## src/rtl/rssi_cca_detect_pkg.sv

```systemverilog
// Shared state encodings and register-file reset defaults for the RSSI clear-channel-assessment block.
package rssi_cca_detect_pkg;

   typedef enum logic [1:0] {
      S_IDLE      = 2'd0,
      S_BUSY_PEND = 2'd1,
      S_BUSY      = 2'd2,
      S_IDLE_PEND = 2'd3
   } cca_state_t;

   // Reset values for the reg-file copies of threshold/hysteresis/debounce (0.5 dB units).
   localparam int DEF_RSSI_TH       = -164;
   localparam int DEF_RSSI_HYST     = 6;
   localparam int DEF_BUSY_DEBOUNCE = 3;
   localparam int DEF_IDLE_DEBOUNCE = 3;

   function automatic logic is_idle_state(input cca_state_t s);
      return (s == S_IDLE) || (s == S_BUSY_PEND);
   endfunction

endpackage

```

## src/rtl/rssi_cca_detect_sat_snapshot_cnt.sv

```systemverilog
// Saturating event counter with snapshot-and-clear; the event arriving in the snapshot cycle
// seeds the fresh count instead of being lost.
module sat_snapshot_cnt #(
   parameter int WIDTH = 32
) (
   input  logic             clk,
   input  logic             rstn,
   input  logic             inc,
   input  logic             snapshot,
   output logic [WIDTH-1:0] value,
   output logic             valid
);

   logic [WIDTH-1:0] cnt;

   always_ff @(posedge clk) begin
      if (!rstn) begin
         cnt   <= '0;
         value <= '0;
         valid <= 1'b0;
      end else begin
         valid <= snapshot;
         if (snapshot) begin
            value <= cnt;
            cnt   <= inc ? WIDTH'(1) : '0;
         end else if (inc && (cnt != {WIDTH{1'b1}})) begin
            cnt <= cnt + WIDTH'(1);
         end
      end
   end

endmodule

```

## src/rtl/rssi_cca_detect.sv

```systemverilog
// Clear-channel assessment: RSSI threshold with hysteresis and debounce, TX override, and a
// busy-sample airtime counter.
//
// state        | meaning
// S_IDLE       | channel idle, watching for hi samples
// S_BUSY_PEND  | counting consecutive hi samples, still reported idle
// S_BUSY       | channel busy, watching for lo samples
// S_IDLE_PEND  | counting consecutive lo samples, still reported busy
module rssi_cca_detect
   import rssi_cca_detect_pkg::*;
#(
   parameter int RSSI_HALF_DB_WIDTH = 11,
   parameter int HYST_WIDTH         = 8,
   parameter int DEBOUNCE_WIDTH     = 8,
   parameter int BUSY_CNT_WIDTH     = 32
) (
   input  logic                                 clk,
   input  logic                                 rstn,
   input  logic signed [RSSI_HALF_DB_WIDTH-1:0] rssi_half_db,
   input  logic                                 rssi_half_db_valid,
   input  logic signed [RSSI_HALF_DB_WIDTH-1:0] rssi_th,
   input  logic        [HYST_WIDTH-1:0]         rssi_hyst,
   input  logic        [DEBOUNCE_WIDTH-1:0]     busy_debounce,
   input  logic        [DEBOUNCE_WIDTH-1:0]     idle_debounce,
   input  logic                                 tx_on,
   input  logic                                 busy_cnt_snapshot,
   output logic                                 ch_idle,
   output logic                                 ch_idle_change,
   output logic        [BUSY_CNT_WIDTH-1:0]     busy_sample_cnt,
   output logic                                 busy_sample_cnt_valid
);

   localparam int W  = RSSI_HALF_DB_WIDTH;
   localparam int DW = DEBOUNCE_WIDTH;

   cca_state_t        state, state_nxt;
   logic [DW-1:0]     cnt, cnt_nxt;
   logic [DW:0]       cnt_inc;
   logic signed [W:0] th_low;
   logic signed [W:0] sample_ext;
   logic              hi, lo;
   logic              busy_reach, idle_reach;
   logic              ch_idle_nxt;
   logic              busy_inc;

   // One extra bit keeps th - hyst from wrapping near the most negative threshold.
   assign th_low     = $signed({rssi_th[W-1], rssi_th})
                     - $signed({{(W+1-HYST_WIDTH){1'b0}}, rssi_hyst});
   assign sample_ext = $signed({rssi_half_db[W-1], rssi_half_db});
   assign hi         = rssi_half_db >= rssi_th;
   assign lo         = sample_ext < th_low;

   assign cnt_inc    = {1'b0, cnt} + (DW+1)'(1);
   assign busy_reach = cnt_inc >= {1'b0, busy_debounce};
   assign idle_reach = cnt_inc >= {1'b0, idle_debounce};

   always_comb begin
      state_nxt = state;
      cnt_nxt   = cnt;
      if (tx_on) begin
         state_nxt = S_BUSY;
         cnt_nxt   = '0;
      end else if (rssi_half_db_valid) begin
         case (state)
            S_IDLE: begin
               if (hi) begin
                  cnt_nxt   = DW'(1);
                  state_nxt = (busy_debounce <= DW'(1)) ? S_BUSY : S_BUSY_PEND;
               end
            end
            S_BUSY_PEND: begin
               if (hi) begin
                  cnt_nxt = cnt_inc[DW-1:0];
                  if (busy_reach) state_nxt = S_BUSY;
               end else begin
                  cnt_nxt   = '0;
                  state_nxt = S_IDLE;
               end
            end
            S_BUSY: begin
               if (lo) begin
                  cnt_nxt   = DW'(1);
                  state_nxt = (idle_debounce <= DW'(1)) ? S_IDLE : S_IDLE_PEND;
               end
            end
            S_IDLE_PEND: begin
               if (lo) begin
                  cnt_nxt = cnt_inc[DW-1:0];
                  if (idle_reach) state_nxt = S_IDLE;
               end else begin
                  cnt_nxt   = '0;
                  state_nxt = S_BUSY;
               end
            end
            default: begin
               cnt_nxt   = '0;
               state_nxt = S_IDLE;
            end
         endcase
      end
   end

   assign ch_idle_nxt = is_idle_state(state_nxt);

   always_ff @(posedge clk) begin
      if (!rstn) begin
         state          <= S_IDLE;
         cnt            <= '0;
         ch_idle        <= 1'b1;
         ch_idle_change <= 1'b0;
      end else begin
         state          <= state_nxt;
         cnt            <= cnt_nxt;
         ch_idle        <= ch_idle_nxt;
         ch_idle_change <= ch_idle_nxt ^ ch_idle;
      end
   end

   // Busy-ness is judged on the flag as it stood when the sample arrived.
   assign busy_inc = rssi_half_db_valid && (!ch_idle || tx_on);

   sat_snapshot_cnt #(
      .WIDTH (BUSY_CNT_WIDTH)
   ) u_busy_cnt (
      .clk      (clk),
      .rstn     (rstn),
      .inc      (busy_inc),
      .snapshot (busy_cnt_snapshot),
      .value    (busy_sample_cnt),
      .valid    (busy_sample_cnt_valid)
   );

endmodule
```

## config.mk

```make
export PLATFORM = sky130hd
export DESIGN_NAME = rssi_cca_detect
export DESIGN_NICKNAME = d
export VERILOG_FILES = /design/src/rtl/rssi_cca_detect_pkg.sv /design/src/rtl/rssi_cca_detect_sat_snapshot_cnt.sv /design/src/rtl/rssi_cca_detect.sv
export SDC_FILE = /design/constraint.sdc
export NUM_CORES = 1
export LEC_CHECK = 0
export ABC_AREA = 1
export CELL_PAD_IN_SITES_DETAIL_PLACEMENT = 1
export CELL_PAD_IN_SITES_GLOBAL_PLACEMENT = 1
export CORE_MARGIN = 2
export CORE_UTILIZATION = 38
export CTS_CLUSTER_DIAMETER = 200
export DETAILED_ROUTE_END_ITERATION = 10
export PLACE_DENSITY_LB_ADDON = 0.1
export SKIP_CTS_REPAIR_TIMING = 1
export SYNTH_ARGS = -nofsm -noshare
export SYNTH_HDL_FRONTEND = slang
export SYNTH_SLANG_ARGS = --single-unit
```

## constraint.sdc

```tcl
create_clock -name clk -period 4.45 [get_ports clk]
set_clock_uncertainty 0.2 [all_clocks]
set_input_delay 0.6675 -clock clk [delete_from_list [all_inputs] [get_ports clk]]
set_output_delay 0.6675 -clock clk [all_outputs]
set_load 0.01 [all_outputs]
```

-- After elaboration in Yosys (flattened, before gate mapping)
Index checks and enable logic that the tools add are counted.
- equal/unequal tests: 7
- order comparisons: 6
- muxes and demuxes: 19
- reductions and logical operators: 10
- bitwise gates (word level): 2
- add/sub/neg operators: 3
- operators by type and width (kind ; number):
    32-bit 2-to-1 mux ; 2
    32-bit by 1-bit adder with 32-bit output, second input constant ; 1
    8-bit 2-to-1 mux ; 4
    32-bit != test, second input constant ; 1
    8-bit case mux with 4 select lines ; 1
    2-bit 2-to-1 mux ; 10
    9-bit by 8-bit greater-or-equal comparator with 1-bit output ; 2
    8-bit by 1-bit less-or-equal comparator with 1-bit output, second input constant ; 2
    11-bit by 12-bit < comparator with 1-bit output ; 1
    11-bit by 9-bit subtractor with 12-bit output ; 1
    11-bit greater-or-equal comparator ; 1
    8-bit by 1-bit adder with 9-bit output, second input constant ; 1
    2-bit case mux with 4 select lines ; 1
    2-bit by 1-bit == test with 1-bit output, second input constant ; 2
    2-bit == test, second input constant ; 2
    2-bit logical NOT ; 2
    2-bit != test, second input constant ; 2
    3-bit AND reduction ; 1
    1-bit logical AND ; 2
    1-bit logical OR ; 2
    2-bit nonzero test ; 1
    2-bit OR reduction ; 1
    1-bit logical NOT ; 1
    1-bit 2-to-1 mux ; 1
    2 further kinds ; 2
- input bits: 51
- logic and storage cells: 54
- output and inout bits: 35
- bits in registers: 77

-- Longest topological paths before layout
- depth after elaboration: 10
- mapped depth: 27
- depth with buffers taken out: 27

-- Modules after synthesis
A second synthesis with hierarchy kept.
- cell total of the unflattened synthesis: 800
- area, all modules: 5225.0 µm²
- by module, submodules not included (module ; area an instance (µm²) ; cells an instance ; sequential area each (µm²) ; times used):
    sat_snapshot_cnt ; 3069.2 ; 462 ; 1301.2 ; 1
    rssi_cca_detect ; 2155.8 ; 338 ; 240.2 ; 1

-- Worst setup path before layout
Ideal clock, no wire load.
- kind: input to register
- from: input rssi_th[0]
- to: register cnt[4]
- setup slack: 0.599 ns
- setup time: 0.117 ns
- data arrival time: 3.534 ns
- cell stages on the path: 25
- required time: 4.133 ns
- buffers on the path: 0
- cell sequence: inv_1 -> ha_1 -> inv_1 -> fa_1 -> nand3_1 -> nand2_1 -> a21oi_1 -> o21bai_1 -> a21oi_1 -> o21ai_0 -> nor3_1 -> xor2_1 -> ha_1 -> nand2_1 -> inv_1 -> o21ai_0 -> nand2_1 -> nor2_1 -> nand3_1 -> nand2_1 -> nor2_1 -> nor3_4 -> inv_2 -> a21oi_1 -> nor2_1
- longest elaborated chain between the ends: 4
- elaborated cells between the ends (all ways): 9
- classes of those cells: add/sub: 1; order compare: 2; eq/ne: 2; mux: 3; reduce/logical: 1
- ends and longest elaborated chain (item ; line ; text):
    start: declaration ; rssi_cca_detect.sv:21 ; input logic signed [RSSI_HALF_DB_WIDTH-1:0] rssi_th,
    11-bit by 9-bit subtractor with 12-bit output ; rssi_cca_detect.sv:48 ; - $signed({{(W+1-HYST_WIDTH){1'b0}}, rssi_hyst});
    11-bit by 12-bit < comparator with 1-bit output ; rssi_cca_detect.sv:51 ; assign lo = sample_ext < th_low;
    8-bit 2-to-1 mux / 2-bit != test (equally long branches) ; n/a ;
    8-bit case mux with 4 select lines / 3-bit AND reduction (equally long branches) ; n/a ;
    end signal: assignment ; rssi_cca_detect.sv:113 ; cnt <= cnt_nxt;
    end: declaration ; rssi_cca_detect.sv:37 ; logic [DW-1:0] cnt, cnt_nxt;
Several ways; a longest one is shown, not always the timed one.
A chain may end at the register's enable or synchronous reset.

-- Worst setup path after layout
- from: input rssi_hyst[0]
- to: register cnt[2]
- longest elaborated chain between the ends: 4
- elaborated cells between the ends (all ways): 6
- classes of those cells: add/sub: 1; order compare: 1; eq/ne: 1; mux: 2; reduce/logical: 1
- ends and longest elaborated chain (item ; line ; text):
    start: declaration ; rssi_cca_detect.sv:22 ; input logic [HYST_WIDTH-1:0] rssi_hyst,
    11-bit by 9-bit subtractor with 12-bit output (*) ; rssi_cca_detect.sv:48 ;
    11-bit by 12-bit < comparator with 1-bit output (*) ; rssi_cca_detect.sv:51 ;
    8-bit 2-to-1 mux / 2-bit != test (equally long branches) ; n/a ;
    8-bit case mux with 4 select lines / 3-bit AND reduction (equally long branches) ; n/a ;
Every way passes the cells marked *; elsewhere a longest branch is shown, timed or not.

==> out/summary.txt <==
Status -> finished, final reports clean
Yosys warning total -> 0
Register area -> 0.00154 mm²
Crit Path Class -> in -> reg
Commonest non-fill, non-tap cells in the layout -> nand2_1, inv_1, clkdlybuf4s50_1
Peak VDD IR -> 0.201 mV
Final Setup Violations -> 0
Routed wire length -> 14800 µm
Arr. time, crit path -> 4.24 ns
Hold Path Class -> reg -> reg
Die height -> 117 µm
Post-Syn Area -> 0.00488 mm²
Final hold violations -> 0
Area grow syn2layout -> 29.8%
Layout fillers -> 1631
Vias in the first global route -> 5172
Synth area leaders -> dfxtp_1, nand2_1, ha_1, inv_1, a21oi_1
Comb power frac -> 18.7%
CTS tree -> built
Clk buf depth -> 2
Flop2flop setup slack -> 1.46 ns
Sequential share of the synthesized area -> 31.6%
Worst stage delay on the critical path -> 0.46 ns
Starting Density -> 38.8%
Slew @ Worst Pin -> 0.623 ns
Area of the multi-input gates -> 0.00293 mm²
R2R depth -> 18
Pleak -> 0.00271 µW
Pwr dens -> 278 mW/mm²
CP Launch Type -> input port
Max-cap violations -> 0
Delay-heaviest family, CP -> simple AND/OR/NAND/NOR gates
Bufs and invs on worst path -> 4
CTS Buf Count -> 9
Cells after Synth -> 714
Routed Antenna Nets -> 0
Post-synthesis cell type count -> 42
Clock transition at path regs -> 0.06 ns
GRT Resource Usage Total -> 21.6%
Tcrit/Tclk final -> 93.7%
Max_slew headroom -> 58.3%
Max Fanout on Critical Path -> 5
Core area -> 0.0126 mm²
Critical Path RT -> 4.52 ns
Min cycle time layout -> 4.17 ns
Most used cell along the critical path -> nand2_1
Die area -> 0.0138 mm²
Min-Delay Path Depth -> 1
Sw power -> 487 µW
# DRC -> 0
Ports -> 86
Placed cells -> 968
Vias -> 4939
Final nets -> 910
Via/cell ratio -> 5.00
Iteration-0 DRC Markers -> 190
Post-synth net total -> 814
Buffers on Ports -> 85
RePlAce Congestion -> 0.876
Die X-Extent -> 117 µm
Root Driver -> clkbuf_16
Slowest cell on crit path -> clkdlybuf4s50_1
Skew-Pair Late Insertion Delay -> 0.34 ns
H-tree depth -> 3
Maximum clock rate -> 0.240 GHz
Cell taking the most area after synthesis -> dfxtp_1
Worst hold endpoint -> u_busy_cnt.cnt[5]
Antenna violations before repair -> 0
Number of max-slew violations in the final report -> 0
# rows -> 41
DR WL/cell -> 15.0 µm
Flops & latches, synth -> 77
Area fraction of the dominant cell type after synthesis -> 31.6%
Critical path endpoint category -> register
Hold_sp -> u_busy_cnt.cnt[5]
Switching part of the total -> 27.6%
CTS sink cnt -> 77
RR Endpoint -> ch_idle_change
Clock power frac -> 41.2%
Share of post-route cells with drive strength above 1 -> 7.36%
Largest net degree at the start of global routing -> 28
Finished Core Util -> 50.4%
First-pass GRT wire length -> 24600 µm
Top FF cell, synth -> dfxtp_1
Drt pass-1 iters -> 4
Seq pwr share -> 40.1%
Avg Synthesized Cell Area -> 6.84 µm²
Critical R2R Launch -> cnt[0]
Finished Layout Cells -> 987
GRT Residual Overflow -> 0
Post-DP HPWL -> 11500 µm
Ys async rst share -> 0%
Number of flops mapped to enable cells by yosys -> 0
Diodes inserted -> 0
Cell internal pwr -> 1280 µW
Most common cell after layout, fill and taps aside -> nand2_1
==> worst max-delay path by stage <==
stage / from / to / slack (ns) / depth (start not counted)
floorplan: rssi_th[0] / cnt[4] / 0.60 / 25
global placement: rssi_th[0] / cnt[4] / -0.07 / 26
detailed placement: rssi_th[0] / cnt[6] / -0.35 / 26
CTS: rssi_th[0] / cnt[6] / -0.05 / 26
global route: rssi_hyst[0] / cnt[2] / -0.03 / 26
finish: rssi_hyst[0] / cnt[2] / 0.28 / 26
==> synth_stat cells, types with 2 or more instances <==
library cell / count
o21ai_1: 3
nand4_1: 12
nand2_1: 169
nor3_1: 23
xnor2_1: 3
ha_1: 48
dfxtp_1: 77
xor2_1: 17
inv_1: 111
nor2_1: 59
nand2_2: 3
a21oi_1: 52
a31oi_1: 5
a22o_1: 5
inv_2: 5
a21boi_1: 2
clkbuf_1: 8
a211oi_1: 2
nor4_1: 2
nand3_1: 33
nand3_2: 2
nor2_2: 5
o21a_1: 4
o21ai_0: 46
==> cells by family (layout without fill, tap and decap cells) <==
logic type / after synthesis / in the layout / share of synthesized area (%)
simple gates: 317 / 317 / 28.2
xor+xnor: 20 / 20 / 3.59
fa+ha+maj: 49 / 49 / 12.7
buf+inv: 126 / 227 / 9.69
flops: 77 / 77 / 31.6
compound gates: 125 / 125 / 14.2
==> metrics by stage <==
step                      cell area (µm²)  power [µW]  hold WS [ns]  setup TNS, ns  worst slack (ns)
after CTS                            6250        1760         0.247        -0.0769           -0.0470
final                                6340        1760         0.248              0             0.281
after global placement               5970        1010         0.222         -0.360           -0.0732
after detailed placement             5970        1030         0.235          -2.37            -0.347
after global routing                 6340        1850         0.263        -0.0841           -0.0335
after floorplan                      4880         905         0.212              0             0.599
==> layout make-up <==
class | count | share of cell area (%)
multi-input cells | 511 | 46.2
inverters | 117 | 6.93
repair buffers | 94 | 14.6
flip-flops and latches | 77 | 24.3
clock inverters | 3 | 0.730
clock buffers | 13 | 3.79
well taps | 172 | 3.40
==> power groups by stage <==
| stage | logic (µW) | registers [µW] | clock network [µW] |
|---|---|---|---|
| 2_1_floorplan | 184 | 721 | 0 |
| 3_3_place_gp | 291 | 722 | 0 |
| 3_5_place_dp | 307 | 723 | 0 |
| 4_1_cts | 311 | 707 | 742 |
| 5_1_grt | 373 | 708 | 768 |
| 6_report | 329 | 708 | 727 |
==> sequential cells by signal, indices dropped and copies added, names as in the netlist <==
| name | cells |
|---|---|
| ch_idle | 1 |
| ch_idle_change | 1 |
| cnt | 8 |
| state | 2 |
| u_busy_cnt.cnt | 32 |
| u_busy_cnt.valid | 1 |
| u_busy_cnt.value | 32 |
==> metal layers <==
layer	routed length, µm	up-vias	share of wire (%)	track usage, %
met5	0	-	0	0
met4	322	0	2.2	8.21
met3	495	24	3.4	4.43
met2	7330	85	50	38.8
met1	6620	2313	45	25.3
li1	-	2517	-	-
(Power assumes the default switching activity.)
